==> config.mk <==
export PLATFORM = sky130hd
export DESIGN_NAME = min_sec_compose
export DESIGN_NICKNAME = d
export VERILOG_FILES = /design/src/rtl/min_sec_compose_pkg.sv /design/src/rtl/min_sec_digit.sv /design/src/rtl/min_sec_compose.sv
export SDC_FILE = /design/constraint.sdc
export NUM_CORES = 1
export LEC_CHECK = 0
export ABC_AREA = 0
export CORE_MARGIN = 2
export CORE_UTILIZATION = 50
export CTS_CLUSTER_SIZE = 24
export DETAILED_ROUTE_END_ITERATION = 6
export PLACE_DENSITY = 0.78
export SETUP_SLACK_MARGIN = 0.2
export SKIP_CTS_REPAIR_TIMING = 1
export SKIP_LAST_GASP = 1
export SLEW_MARGIN = 20
export SYNTH_ARGS = -nofsm -noshare
export SYNTH_HDL_FRONTEND = slang
export SYNTH_HIERARCHICAL = 1
export SYNTH_SLANG_ARGS = --single-unit
export TNS_END_PERCENT = 1
==> constraint.sdc <==
create_clock -name clk -period 3 [get_ports clk]
set_input_delay 0.6 -clock clk [delete_from_list [all_inputs] [get_ports clk]]
set_output_delay 0.6 -clock clk [all_outputs]
set_load 0.01 [all_outputs]
==> src/rtl/min_sec_compose_pkg.sv <==
// ============================================================================
// Module : min_sec_compose_pkg
// Brief  : Shared widths, FSM encoding, digit-select codes and BCD helper
//          for the mm:ss time-entry block.
// Rev    : 1.0  initial release
// ============================================================================
`default_nettype none

package min_sec_compose_pkg;

  localparam int c_bcd_counter_bits = 13;
  localparam int c_seg7_input_bits  = 4;

  typedef enum logic [1:0] {
    MSC_IDLE = 2'd0,
    MSC_EDIT = 2'd1,
    MSC_CALC = 2'd2,
    MSC_OUT  = 2'd3
  } msc_state_e;

  localparam logic [1:0] c_sel_d0_sec = 2'd0;
  localparam logic [1:0] c_sel_d1_sec = 2'd1;
  localparam logic [1:0] c_sel_d0_min = 2'd2;
  localparam logic [1:0] c_sel_d1_min = 2'd3;

  // Two-digit BCD to binary; 99 fits in 7 bits.
  function automatic logic [6:0] bcd2bin(input logic [3:0] tens, input logic [3:0] ones);
    return 7'(tens) * 7'd10 + 7'(ones);
  endfunction

endpackage

`default_nettype wire

==> src/rtl/min_sec_digit.sv <==
// ============================================================================
// Module : min_sec_digit
// Brief  : One wrapping BCD digit register (modulo MOD), no carry or borrow.
// Rev    : 1.0  initial release
// ============================================================================
`default_nettype none

module min_sec_digit #(
  parameter int MOD      = 10,
  parameter int DIG_BITS = 4
) (
  input  logic                clk,
  input  logic                rst,
  input  logic                inc_i,
  input  logic                dec_i,
  output logic [DIG_BITS-1:0] digit_o
);

  localparam logic [DIG_BITS-1:0] c_max = DIG_BITS'(MOD - 1);

  logic [DIG_BITS-1:0] digit_q;
  logic [DIG_BITS-1:0] digit_d;

  always_comb begin
    digit_d = digit_q;
    if (inc_i) begin
      digit_d = (digit_q == c_max) ? '0 : digit_q + DIG_BITS'(1);
    end else if (dec_i) begin
      digit_d = (digit_q == '0) ? c_max : digit_q - DIG_BITS'(1);
    end
  end

  always_ff @(posedge clk) begin
    if (rst) digit_q <= '0;
    else     digit_q <= digit_d;
  end

  assign digit_o = digit_q;

endmodule

`default_nettype wire

==> src/rtl/min_sec_compose.sv <==
// ============================================================================
// Module : min_sec_compose
// Brief  : mm:ss digit editor with commit to binary total seconds.
//          Optional macro MIN_SEC_DEC_EN enables the decrement button.
// Rev    : 1.0  initial release
// ============================================================================
`default_nettype none

module min_sec_compose
  import min_sec_compose_pkg::*;
#(
  parameter int CNT_BITS = c_bcd_counter_bits,
  parameter int DIG_BITS = c_seg7_input_bits
) (
  input  logic                clk,
  input  logic                rst,
  input  logic                en_set_i,
  input  logic                btn_next_i,
  input  logic                btn_inc_i,
  input  logic                btn_dec_i,
  input  logic                btn_done_i,
  output logic [DIG_BITS-1:0] d0_sec_o,
  output logic [DIG_BITS-1:0] d1_sec_o,
  output logic [DIG_BITS-1:0] d0_min_o,
  output logic [DIG_BITS-1:0] d1_min_o,
  output logic [1:0]          sel_o,
  output logic                setting_o,
  output logic [CNT_BITS-1:0] value_o,
  output logic                value_valid_o
);

  msc_state_e          state_q, state_d;
  logic [1:0]          sel_q;
  logic [6:0]          mins_q;
  logic [5:0]          secs_q;
  logic [CNT_BITS-1:0] value_q;
  logic                valid_q;

  logic                w_dec_btn;
  logic                w_inc_act, w_dec_act, w_next_act;
  logic [3:0]          w_inc, w_dec;
  logic [DIG_BITS-1:0] w_digit [4];

`ifdef MIN_SEC_DEC_EN
  assign w_dec_btn = btn_dec_i;
`else
  logic w_unused_dec;
  assign w_unused_dec = btn_dec_i;
  assign w_dec_btn    = 1'b0;
`endif

  always_ff @(posedge clk) begin
    if (rst) state_q <= MSC_IDLE;
    else     state_q <= state_d;
  end

  always_comb begin
    state_d = state_q;
    case (state_q)
      MSC_IDLE: if (en_set_i)   state_d = MSC_EDIT;
      MSC_EDIT: if (btn_done_i) state_d = MSC_CALC;
      MSC_CALC: state_d = MSC_OUT;
      MSC_OUT:  state_d = MSC_IDLE;
      default:  state_d = MSC_IDLE;
    endcase
  end

  // Edit actions are mutually exclusive: done > inc > dec > next.
  always_comb begin
    setting_o  = (state_q == MSC_EDIT);
    w_inc_act  = setting_o && !btn_done_i && btn_inc_i;
    w_dec_act  = setting_o && !btn_done_i && !btn_inc_i && w_dec_btn;
    w_next_act = setting_o && !btn_done_i && !btn_inc_i && !w_dec_btn && btn_next_i;
    for (int i = 0; i < 4; i++) begin
      w_inc[i] = w_inc_act && (sel_q == 2'(i));
      w_dec[i] = w_dec_act && (sel_q == 2'(i));
    end
  end

  for (genvar gi = 0; gi < 4; gi++) begin : g_digit
    min_sec_digit #(
      .MOD      ((gi == 1) ? 6 : 10),
      .DIG_BITS (DIG_BITS)
    ) u_digit (
      .clk     (clk),
      .rst     (rst),
      .inc_i   (w_inc[gi]),
      .dec_i   (w_dec[gi]),
      .digit_o (w_digit[gi])
    );
  end

  always_ff @(posedge clk) begin
    if (rst) begin
      sel_q   <= c_sel_d0_sec;
      mins_q  <= '0;
      secs_q  <= '0;
      value_q <= '0;
      valid_q <= 1'b0;
    end else begin
      valid_q <= 1'b0;
      if (state_q == MSC_IDLE && en_set_i) sel_q <= c_sel_d0_sec;
      else if (w_next_act)                  sel_q <= sel_q + 2'd1;
      if (state_q == MSC_CALC) begin
        mins_q <= bcd2bin(4'(w_digit[c_sel_d1_min]), 4'(w_digit[c_sel_d0_min]));
        secs_q <= 6'(bcd2bin(4'(w_digit[c_sel_d1_sec]), 4'(w_digit[c_sel_d0_sec])));
      end
      if (state_q == MSC_OUT) begin
        value_q <= CNT_BITS'(mins_q) * CNT_BITS'(60) + CNT_BITS'(secs_q);
        valid_q <= 1'b1;
      end
    end
  end

  assign d0_sec_o      = w_digit[c_sel_d0_sec];
  assign d1_sec_o      = w_digit[c_sel_d1_sec];
  assign d0_min_o      = w_digit[c_sel_d0_min];
  assign d1_min_o      = w_digit[c_sel_d1_min];
  assign sel_o         = sel_q;
  assign value_o       = value_q;
  assign value_valid_o = valid_q;

endmodule

`default_nettype wire
After elaboration in Yosys (flattened, before gate mapping)
Index checks and enable logic that the tools add are counted.

word-level totals
  flip-flop bits (word level) = 47
  output and inout bits = 33

cells by class
  add/sub/neg operators = 8
  multiply operators = 3
  eq/ne operators = 12
  multiplexer cells = 8
  reductions and logical operators = 15

operators with widths
  operator                                           number
  adder 4 x 1 -> 4 bit, second input constant        4
  two-way mux 4 bit                                  4
  adder 13 x 6 -> 13 bit                             1
  == test 4 bit, second input constant               3
  multiplier 7 x 4 -> 11 bit, second input constant  1
  logical AND 1 bit                                  9
  == test 2 bit, second input constant               4
  case mux 2 bit (4 select lines)                    1
  adder 7 x 4 -> 7 bit                               1
  adder 6 x 4 -> 6 bit                               1
  multiplier 4 x 3 -> 6 bit, second input constant   1
  multiplier 4 x 3 -> 5 bit, second input constant   1
  == test 2 x 1 -> 1 bit, second input constant      2
  == test 4 x 3 -> 1 bit, second input constant      1
  logical NOT 2 bit                                  2
  two-way mux 2 bit                                  2
  != test 2 bit, second input constant               2
  adder 2 x 1 -> 2 bit, second input constant        1
  logical NOT 1 bit                                  2
  AND reduction 2 bit                                1
  OR reduction 2 bit                                 1
  two-way mux 1 bit                                  1

Longest topological paths before layout
  depth after elaboration = 4
  depth in mapped cells = 13
  depth with buffers taken out = 12

Cells and area by module
Netlist, hierarchy kept.

by module, submodules not included
  module                                  times used  cells an instance  area an instance (µm²)
  min_sec_compose                         1           290                2667.6
  min_sec_digit (g_digit[0].u_digit ...)  3           35                 290.3
  min_sec_digit (g_digit[1].u_digit)      1           33                 289.0

Worst setup path before layout
No wires, ideal clock.

  path kind = register to register
  from = register mins_q[4]
  to = register value_q[12], in the netlist value_o[12]
  library setup time = 79 ps
  arrival time = 3170 ps
  path slack = -249 ps
  cell stages (with the launch flop) = 14
  clock period less this slack = 3249 ps
  path through = dfxtp_1 -> inv_1 -> fa_1 -> fa_1 -> inv_1 -> ha_1 -> buf_6 -> nor2b_4 -> or3b_1 -> nand3_2 -> nand3_2 -> nor4_4 -> xnor2_1 -> a211oi_2

between the ends
  word-level cells in the longest chain between the ends = 2

RTL lines
  element                     line                    source
  start, declared             min_sec_compose.sv:34   logic [6:0] mins_q;
  start signal, assigned      min_sec_compose.sv:105  mins_q <= bcd2bin(4'(w_digit[c_sel_d1_min]), 4'(w_digit[c_sel_d0_min]));
  multiplier 7 x 4 -> 11 bit  min_sec_compose.sv:109  value_q <= CNT_BITS'(mins_q) * CNT_BITS'(60) + CNT_BITS'(secs_q);
  adder 13 x 6 -> 13 bit      min_sec_compose.sv:109
  end signal, assigned        min_sec_compose.sv:109
  end, declared               min_sec_compose.sv:36   logic [CNT_BITS-1:0] value_q;

No other way between the ends.
A chain may end at the register's enable or synchronous reset.

Worst setup path in the final report
  from = register mins_q[4]
  to = register value_q[10], in the netlist value_o[10]

Same word-level chain as after synthesis.

==> impl_metrics.env <==
export IMPL_root_buffer="clkbuf_8"
export IMPL_status="complete, but fails checks"
export IMPL_n_antenna_cell=0
export IMPL_grt_total_usage_pct=19.1
export IMPL_critical_path_class="reg -> reg"
export IMPL_max_freq_mhz=315
export IMPL_period_minus_slack_ps=3170
export IMPL_dieArea_um2=8370
export IMPL_yosysWarnings=6
export IMPL_initial_core_util_pct=52.2
export IMPL_start_kind="register"
export IMPL_syn_to_final_growth_pct=25.4
export IMPL_hp_class="reg -> reg"
export IMPL_ioPinCount=40
export IMPL_io_buffer_count=38
export IMPL_synth_top_family_by_area="simple AND/OR/NAND/NOR gates"
export IMPL_layout_common_cells="nor2_1 (52), dfxtp_1 (42), clkdlybuf4s50_1 (38)"
export IMPL_path_cells="inv_4, fa_1, fa_1, inv_1, ha_4, and3_4, a2111oi_4, xor2_2, buf_4, xor2_1, a211oi_1"
export IMPL_drive_gt1_share_pct=17.6
export IMPL_syn_avg_cell_area_um2=8.94
export IMPL_final_cell_count_no_fill=599
export IMPL_design_core_area_um2=7330
export IMPL_final_antenna_net_count=0
export IMPL_grt_start_max_net_pins=23
export IMPL_vias=3171
export IMPL_leakage_nw=2.05
export IMPL_max_stage_delay_ps=490
export IMPL_swShare_pct=39.0
export IMPL_powerDensity_nw_per_um2=562
export IMPL_grt_pass1_wl_mm=13.5
export IMPL_syn_area_um2=3830
export IMPL_holdPathStages=2
export IMPL_numCtsBuffers=5
export IMPL_antenna_found_initial=0
export IMPL_finalClockSkew_ps=9.06
export IMPL_drc=0
export IMPL_synth_cells=428
export IMPL_p_seq_share_pct=30.7
export IMPL_tritoncts="yes"
export IMPL_ir_worst_vdd_mv=0.227
export IMPL_p_switching_mw=1.05
export IMPL_synthFlopType="dfxtp_1"
export IMPL_ys_seq_elements=47
export IMPL_slew_headroom_pct=45.2
export IMPL_synth_compound_area_share_pct=14.7
export IMPL_cp_max_fo=8
export IMPL_ys_types=58
export IMPL_setup_viol_count_final=6
export IMPL_viasPerCell=5.29
export IMPL_crit_slowest_cell="fa_1"
export IMPL_place_congestion=0.820
export IMPL_hold_viol_final=0
export IMPL_cp_common_cell="fa_1"
export IMPL_finalMaxSlewViolations=0
export IMPL_arrival_ps=3340
export IMPL_ys_seq_area_share_pct=24.6
export IMPL_initialDrtViolationCount=61
export IMPL_synthSimpleGateAreaFrac_pct=20.9
export IMPL_clock_latency_ps=310
export IMPL_h_tree_depth=2
export IMPL_synthXorXnorAreaFrac_pct=7.52
export IMPL_synthMuxAreaShare_pct=4.18
export IMPL_die_h_um=91.5
export IMPL_nNetsFinal=560
export IMPL_clock_sinks=47
export IMPL_gr_total_overflow=0
export IMPL_grt_pass1_vias=3198
export IMPL_crit_family="adder cells"
export IMPL_comb_power_share_pct=54.8
export IMPL_period_share_pct=106
export IMPL_worst_pin_slew_ps=822
export IMPL_post_drt_wl_per_cell_um=13.1
export IMPL_dp_hpwl_mm=5.90
export IMPL_dpl_cell_count=589
export IMPL_firstDrtPassIters=4
export IMPL_synth_fa_ha_area_share_pct=20.6
export IMPL_power_mw=2.70
export IMPL_worst_slack_ps=-174
export IMPL_clk_pin_slew_worst_paths_ps=90
export IMPL_end_kind="register"
export IMPL_async_flop_share_pct=0
export IMPL_rsz0062_at_grt="true"
export IMPL_die_w_um=91.5
export IMPL_drt_total_wl_mm=7.82
export IMPL_power_share_clock_pct=14.5
export IMPL_cts_path_max_buffers=2
export IMPL_violations="setup timing"
export IMPL_final_common_cell="nor2_1"
export IMPL_rows=31
export IMPL_cp_num_cells=11
export IMPL_intPower_mw=1.65
export IMPL_cp_num_buf_inv=3
export IMPL_synth_edf_count=0
export IMPL_maxCapViolCount=0
export IMPL_r2r_cells=11
export IMPL_worstPathRequired_ps=3160
[routing by layer]
metal  vias up  global-route usage, %  routed length [um]
li1       1610                      -                   -
met2        52                   34.4                3950
met3        13                   3.65                 199
met4         0                   6.57                 167
met1      1496                   22.5                3500
met5         -                      0                   0
[stage by stage]
step           TNS (ps)  utilization [%]  setup slack [ps]  hold WS [ps]  area (um2)
5_1_grt           -1350             65.5              -268           530        4800
4_1_cts           -1390             63.8              -351           488        4680
2_1_floorplan      -275                -             -85.7           460        3950
3_5_place_dp      -1290             62.7              -327           475        4600
6_report           -669             65.5              -174           487        4800
3_3_place_gp       -775             62.7              -199           471        4600
[tightest hold or removal path, stage by stage, from the launching register on]
cell	delay, ps
dfxtp_1	320
nor2_1	80
a211oi_1	50
[flip-flops by register name (all words and copies together), names as in the netlist]
signal / flops
state_q: 2
sel_o: 2
value_o: 13
secs_q: 6
mins_q: 7
value_valid_o: 1
g_digit.u_digit/digit_o: 16
[power groups by stage]
stage / clock, mW / combinational, mW / sequential [mW]
final: 0.392 / 1.48 / 0.829
after global routing: 0.431 / 1.63 / 0.849
after CTS: 0.400 / 1.37 / 0.827
after detailed placement: 0 / 1.37 / 0.841
after global placement: 0 / 1.33 / 0.833
after floorplan: 0 / 0.935 / 0.825
[path summary, 6_finish.rpt]
kind	slack, ps	to	from
hold / removal	490	value_o[8]$_SDFFE_PP0P_	value_o[8]$_SDFFE_PP0P_
setup reg to reg	-170	value_o[10]$_SDFFE_PP0P_	mins_q[4]$_SDFFE_PP0P_
setup / recovery	-170	value_o[10]$_SDFFE_PP0P_	mins_q[4]$_SDFFE_PP0P_
hold reg to reg	490	value_o[8]$_SDFFE_PP0P_	value_o[8]$_SDFFE_PP0P_
[cell type report]
cell class | count | area (um2)
Timing Repair Buffer | 75 | 671
Inverter | 40 | 155
Clock inverter | 2 | 11.3
Clock buffer | 6 | 72.6
Tap cell | 99 | 124
Sequential cell | 47 | 955
Fill cell | 579 | 2530
Multi-Input combinational cell | 330 | 2810
[logic make-up after synthesis]
| kind of cell | after synthesis |
|---|---|
| compound gates | 80 |
| xor+xnor | 32 |
| fa+ha+maj | 54 |
| buf+inv | 61 |
| flops | 47 |
| mux | 16 |
| other cells | 1 |
| simple gates | 137 |
[synth_stat cells (8+ instances only)]
cell type / count / area [um2]
nor2_1: 52 / 195
dfxtp_1: 47 / 941
inv_1: 40 / 150
ha_1: 39 / 488
xnor2_1: 18 / 158
a21oi_1: 17 / 85.1
mux2i_1: 16 / 160
o21ai_0: 16 / 80.1
fa_1: 15 / 300
xor2_1: 13 / 114
a211oi_1: 11 / 82.6
nor3_1: 9 / 45.0
clkbuf_1: 8 / 30.0
nor2b_1: 8 / 50.1
Power figures use the tool's default switching activity.
==> patch 1, RTL diff (same flow settings) <==
Make the reset (`rst`) asynchronous in 3 clocked blocks.
--- a/src/rtl/min_sec_digit.sv
+++ b/src/rtl/min_sec_digit.sv
@@ -30,7 +30,7 @@
     end
   end
 
-  always_ff @(posedge clk) begin
+  always_ff @(posedge clk or posedge rst) begin
     if (rst) digit_q <= '0;
     else     digit_q <= digit_d;
   end
--- a/src/rtl/min_sec_compose.sv
+++ b/src/rtl/min_sec_compose.sv
@@ -49,7 +49,7 @@
   assign w_dec_btn    = 1'b0;
 `endif
 
-  always_ff @(posedge clk) begin
+  always_ff @(posedge clk or posedge rst) begin
     if (rst) state_q <= MSC_IDLE;
     else     state_q <= state_d;
   end
@@ -90,7 +90,7 @@
     );
   end
 
-  always_ff @(posedge clk) begin
+  always_ff @(posedge clk or posedge rst) begin
     if (rst) begin
       sel_q   <= c_sel_d0_sec;
       mins_q  <= '0;
Check against the original RTL: differs if rst is asserted again (counterexample within 4 cycles, from zero or initial values and one cycle with rst high); with rst held inactive, the same outputs for 10 cycles.
==> patch 1 against the unedited design <==
The flow still finishes with violations (negative setup slack). Area after synthesis is 5.3% lower. Sequential cell count is the same. First-iteration DRC count increased by 6.6%. Wire length down 9.6%. Cell area decreased by 5.0%. Setup slack got worse by 0.61 ns. Count of clock-buffer cells in the layout did not move. Critical path type unchanged.
Power is left out: the tool's default activity adds up to more than one toggle a clock period on the data nets, which glitch-free logic cannot reach.
==> patch 1: results (changes against the unedited design) <==
| Metric | Value |
|---|---|
| Outcome | `complete, but fails checks` |
| Violations in the final reports | `negative setup slack` |
| Largest net degree at the start of global routing | `30 (+30%)` |
| PortBufs | `38 (unchanged)` |
| Ant diodes | `0 (unchanged)` |
| GPL Wtd Cong | `0.757 (-7.7%)` |
| Sequential fraction of the synthesis area | `0.325 (+0.0788)` |
| Synth Area in XOR/XNOR | `0.0763 (+0.00112)` |
| Number of flip-flops in the largest register | `16 (unchanged)` |
| Reg2reg path depth | `12 (+1)` |
| Post-route cell area | `0.00456 sq mm (-5.0%)` |
| Fraction of layout cells with a size suffix above 1 | `0.155 (-0.0210)` |
| Hold wc startpoint | `value_o[11]` |
| Hpwl dp | `5550 um (-5.9%)` |
| Async set or reset register ratio after synthesis | `1.00 (+1.00)` |
| Crit path DAT | `4.04 ns (+0.70 ns)` |
| Ys Warns | `6 (unchanged)` |
| Final setup viols | `8 (+2)` |
| Worst-Margin Slew | `0.747 ns (-0.0750 ns)` |
| Post-Synth Adder-Cell Area | `0.218 (+0.0116)` |
| Mean Syn Cell Area | `10.0 sq um (+12%)` |
| Post-synthesis compound-gate area fraction | `0.143 (-0.00413)` |
| Post-Route Skew | `0.00777 ns (-0.00129 ns)` |
| Crit path kind | `flip-flop to flip-flop` |
| Placed cell areas | `0.00446 sq mm (-2.9%)` |
| Vias in the first global route | `2,837 (-11%)` |
| Hold EP | `value_o[11]` |
| Pre-CTS setup slack | `-0.796 ns (-0.469 ns)` |
| WL/cell | `12.7 um (-2.7%)` |
| Library cells used by synthesis | `51 (-12%)` |
| Hold slack | `0.497 ns (+0.0102 ns)` |
| Vias/cell | `5.09 (-3.9%)` |
| Commonest cells post-synth | `dfrtp_1 (47), inv_1 (45), ha_1 (39), xnor2_1 (24), nor2_1 (20)` |
| Initial DRC count | `65 (+6.6%)` |
| Clk_lat worst skew | `0.31 ns (about the same)` |
| Crit Path Max Fanout | `4 (-4)` |
| DRT Pass-1 Iters | `4 (unchanged)` |
| Top cell by count, worst path | `fa_1` |
| Placed instance count | `548 (-7.0%)` |
| Crit-path max cell delay | `0.55 ns (+0.06 ns)` |
| Max Root-Sink Buffers | `2 (unchanged)` |
| Worst setup path endpoint | `value_o[11]` |
| Final #Nets | `518 (-7.5%)` |
| Post-route insts no fill | `557 (-7.0%)` |
| First-pass GRT wire length | `12,300 um (-8.6%)` |
| Clk pin slew, worst setup/hold paths | `0.09 ns (about the same)` |
| Number of CTS-inserted buffers | `5 (unchanged)` |
| Reg2Reg Launch Point | `mins_q[2]` |
| TNS Setup | `-3.25 ns (-2.58 ns)` |
| Min-Delay Path Class | `flip-flop to flip-flop` |
| All-Layer GR Usage | `0.196 (+0.00520)` |
| Top_reg_cell synth | `dfrtp_1` |
| Fillers | `598 (+3.3%)` |
| Multiplexer share of the synthesized area | `0.0452 (+0.00339)` |
| Area contributors post-synth | `dfrtp_1 (32%), ha_1 (13%), fa_1 (8.3%), xnor2_1 (5.8%), inv_1 (4.7%)` |
| Setup ws final | `-0.787 ns (-0.614 ns)` |
patch 1: cell count changes in the layout (fill, tap and decap cells not counted), moves of 10 or more:
cell	unedited run	this run
dfrtp_1	0	47
dfxtp_1	42	0
nor2_1	52	20
mux2i_1	16	4
mux2_2	0	11
inv_1	35	45
patch 1: cell type report:
type | instances | area share
multi-input combinational | 277 | 0.505
sequential | 47 | 0.258
timing repair buffer | 81 | 0.154
inverter | 45 | 0.0370
tap | 99 | 0.0271
clock buffer | 6 | 0.0159
clock inverter | 2 | 0.00356
patch 1: per-layer routing:
metal / track usage / part of all wire
met1: 0.241 / 0.46
met2: 0.357 / 0.51
met3: 0.0295 / 0.022
met4: 0.0543 / 0.012
met5: 0 / 0
patch 1: worst max-delay path, delay by kind of cell (launching register included):
family / cells / cell delay, ns
fa+ha+maj: 4 / 1.86
flops: 1 / 0.41
simple gates: 4 / 1.11
buf+inv: 2 / 0.12
compound gates: 2 / 0.23
==> patch 2, RTL diff (config.mk and constraints unchanged) <==
Made on the original files. Change the package constant `c_seg7_input_bits` from 4 to 6.
--- a/src/rtl/min_sec_compose_pkg.sv
+++ b/src/rtl/min_sec_compose_pkg.sv
@@ -9,7 +9,7 @@
 package min_sec_compose_pkg;
 
   localparam int c_bcd_counter_bits = 13;
-  localparam int c_seg7_input_bits  = 4;
+  localparam int c_seg7_input_bits  = 6;
 
   typedef enum logic [1:0] {
     MSC_IDLE = 2'd0,
Ports: changed (resized d0_min_o, d0_sec_o, d1_min_o and d1_sec_o); port bits go from 40 to 48. No check against the original RTL was run, so the function may have changed too.
==> patch 2 against the unedited design <==
The flow still finishes with violations (negative setup slack). Sequential cell count up 8. Cell area up 17%. Total power up 22%. Setup slack worse by 0.15 ns. Sequential power up 27%. Wire length up 24%. Area after synthesis up 19%. Critical path type unchanged.
==> patch 2: results (changes against the unedited design) <==
| Metric | Value |
|---|---|
| Outcome | `complete, but fails checks` |
| Violations in the final reports | `negative setup slack` |
| Largest net degree at the start of global routing | `29 (+26%)` |
| Routed via count | `3,946 (+24%)` |
| Reg2Reg Launch Point | `mins_q[1]` |
| Met2 Usage GRT | `0.367 (+0.0232)` |
| Met3 GRT Util | `0.0316 (-0.00489)` |
| WL met3 | `270 um (+36%)` |
| LEAKAGE | `2.34 nW (+14%)` |
| Vias in the first global route | `3,838 (+20%)` |
| Reg2reg path depth | `12 (+1)` |
| Synth Area in XOR/XNOR | `0.0587 (-0.0165)` |
| Commonest cells post-synth | `dfxtp_1 (55), ha_1 (55), inv_1 (45), nor2_1 (44), nand2_1 (34)` |
| WL met1 | `4500 um (+28%)` |
| Initial DRC count | `90 (+48%)` |
| Sequential fraction of the synthesis area | `0.242 (-0.00334)` |
| Final setup viols | `6 (unchanged)` |
| Hold slack | `0.490 ns (+0.00263 ns)` |
| Post-Route Skew | `0.00460 ns (-0.00446 ns)` |
| Post-Synth Adder-Cell Area | `0.218 (+0.0117)` |
| GPL Wtd Cong | `0.856 (+4.3%)` |
| Post-synthesis compound-gate area fraction | `0.178 (+0.0306)` |
| Worst-Margin Slew | `0.912 ns (+0.0906 ns)` |
| First-pass GRT wire length | `16,600 um (+23%)` |
| Setup ws final | `-0.320 ns (-0.146 ns)` |
| Area contributors post-synth | `dfxtp_1 (24%), ha_1 (15%), fa_1 (6.6%), inv_1 (3.7%), nor2_1 (3.6%)` |
| Crit Path Max Fanout | `3 (-5)` |
| Placed cell areas | `0.00542 sq mm (+18%)` |
| Hold EP | `value_o[7]` |
| Crit-path max cell delay | `0.53 ns (+0.04 ns)` |
| Placed instance count | `711 (+21%)` |
| Fillers | `738 (+27%)` |
| R2R setup slack | `-0.32 ns (-0.15 ns)` |
| Worst setup path endpoint | `value_o[12]` |
| Hold wc startpoint | `value_o[7]` |
| Number of flip-flops in the largest register | `24 (+8)` |
| Clk pin slew, worst setup/hold paths | `0.11 ns (+0.02 ns)` |
| Fraction of layout cells with a size suffix above 1 | `0.161 (-0.0148)` |
| Post-route insts no fill | `722 (+21%)` |
[patch 2: final cells by class]
type | instances | area, sq um | area share
sequential | 55 | 1110 | 0.196
timing repair buffer | 84 | 741 | 0.132
inverter | 45 | 169 | 0.0300
multi-input combinational | 422 | 3390 | 0.603
clock inverter | 2 | 12.5 | 0.00222
clock buffer | 6 | 72.6 | 0.0129
tap | 108 | 135 | 0.0240
[patch 2: power breakdown]
part	internal, mW	switching [mW]
Clock	0.165	0.265
Sequential	0.849	0.199
Combinational	0.929	0.887
Total	1.94	1.35
[patch 2: cell families (layout without fill, tap and decap cells)]
| group | after synthesis | after routing |
|---|---|---|
| AO/OA/AOI/OAI | 109 | 109 |
| XOR/XNOR | 28 | 28 |
| adder cells (fa/ha/maj) | 70 | 70 |
| buffers and inverters | 65 | 137 |
| flip-flops | 55 | 55 |
| multiplexers | 16 | 16 |
| other | 1 | 28 |
| AND/OR/NAND/NOR | 171 | 171 |
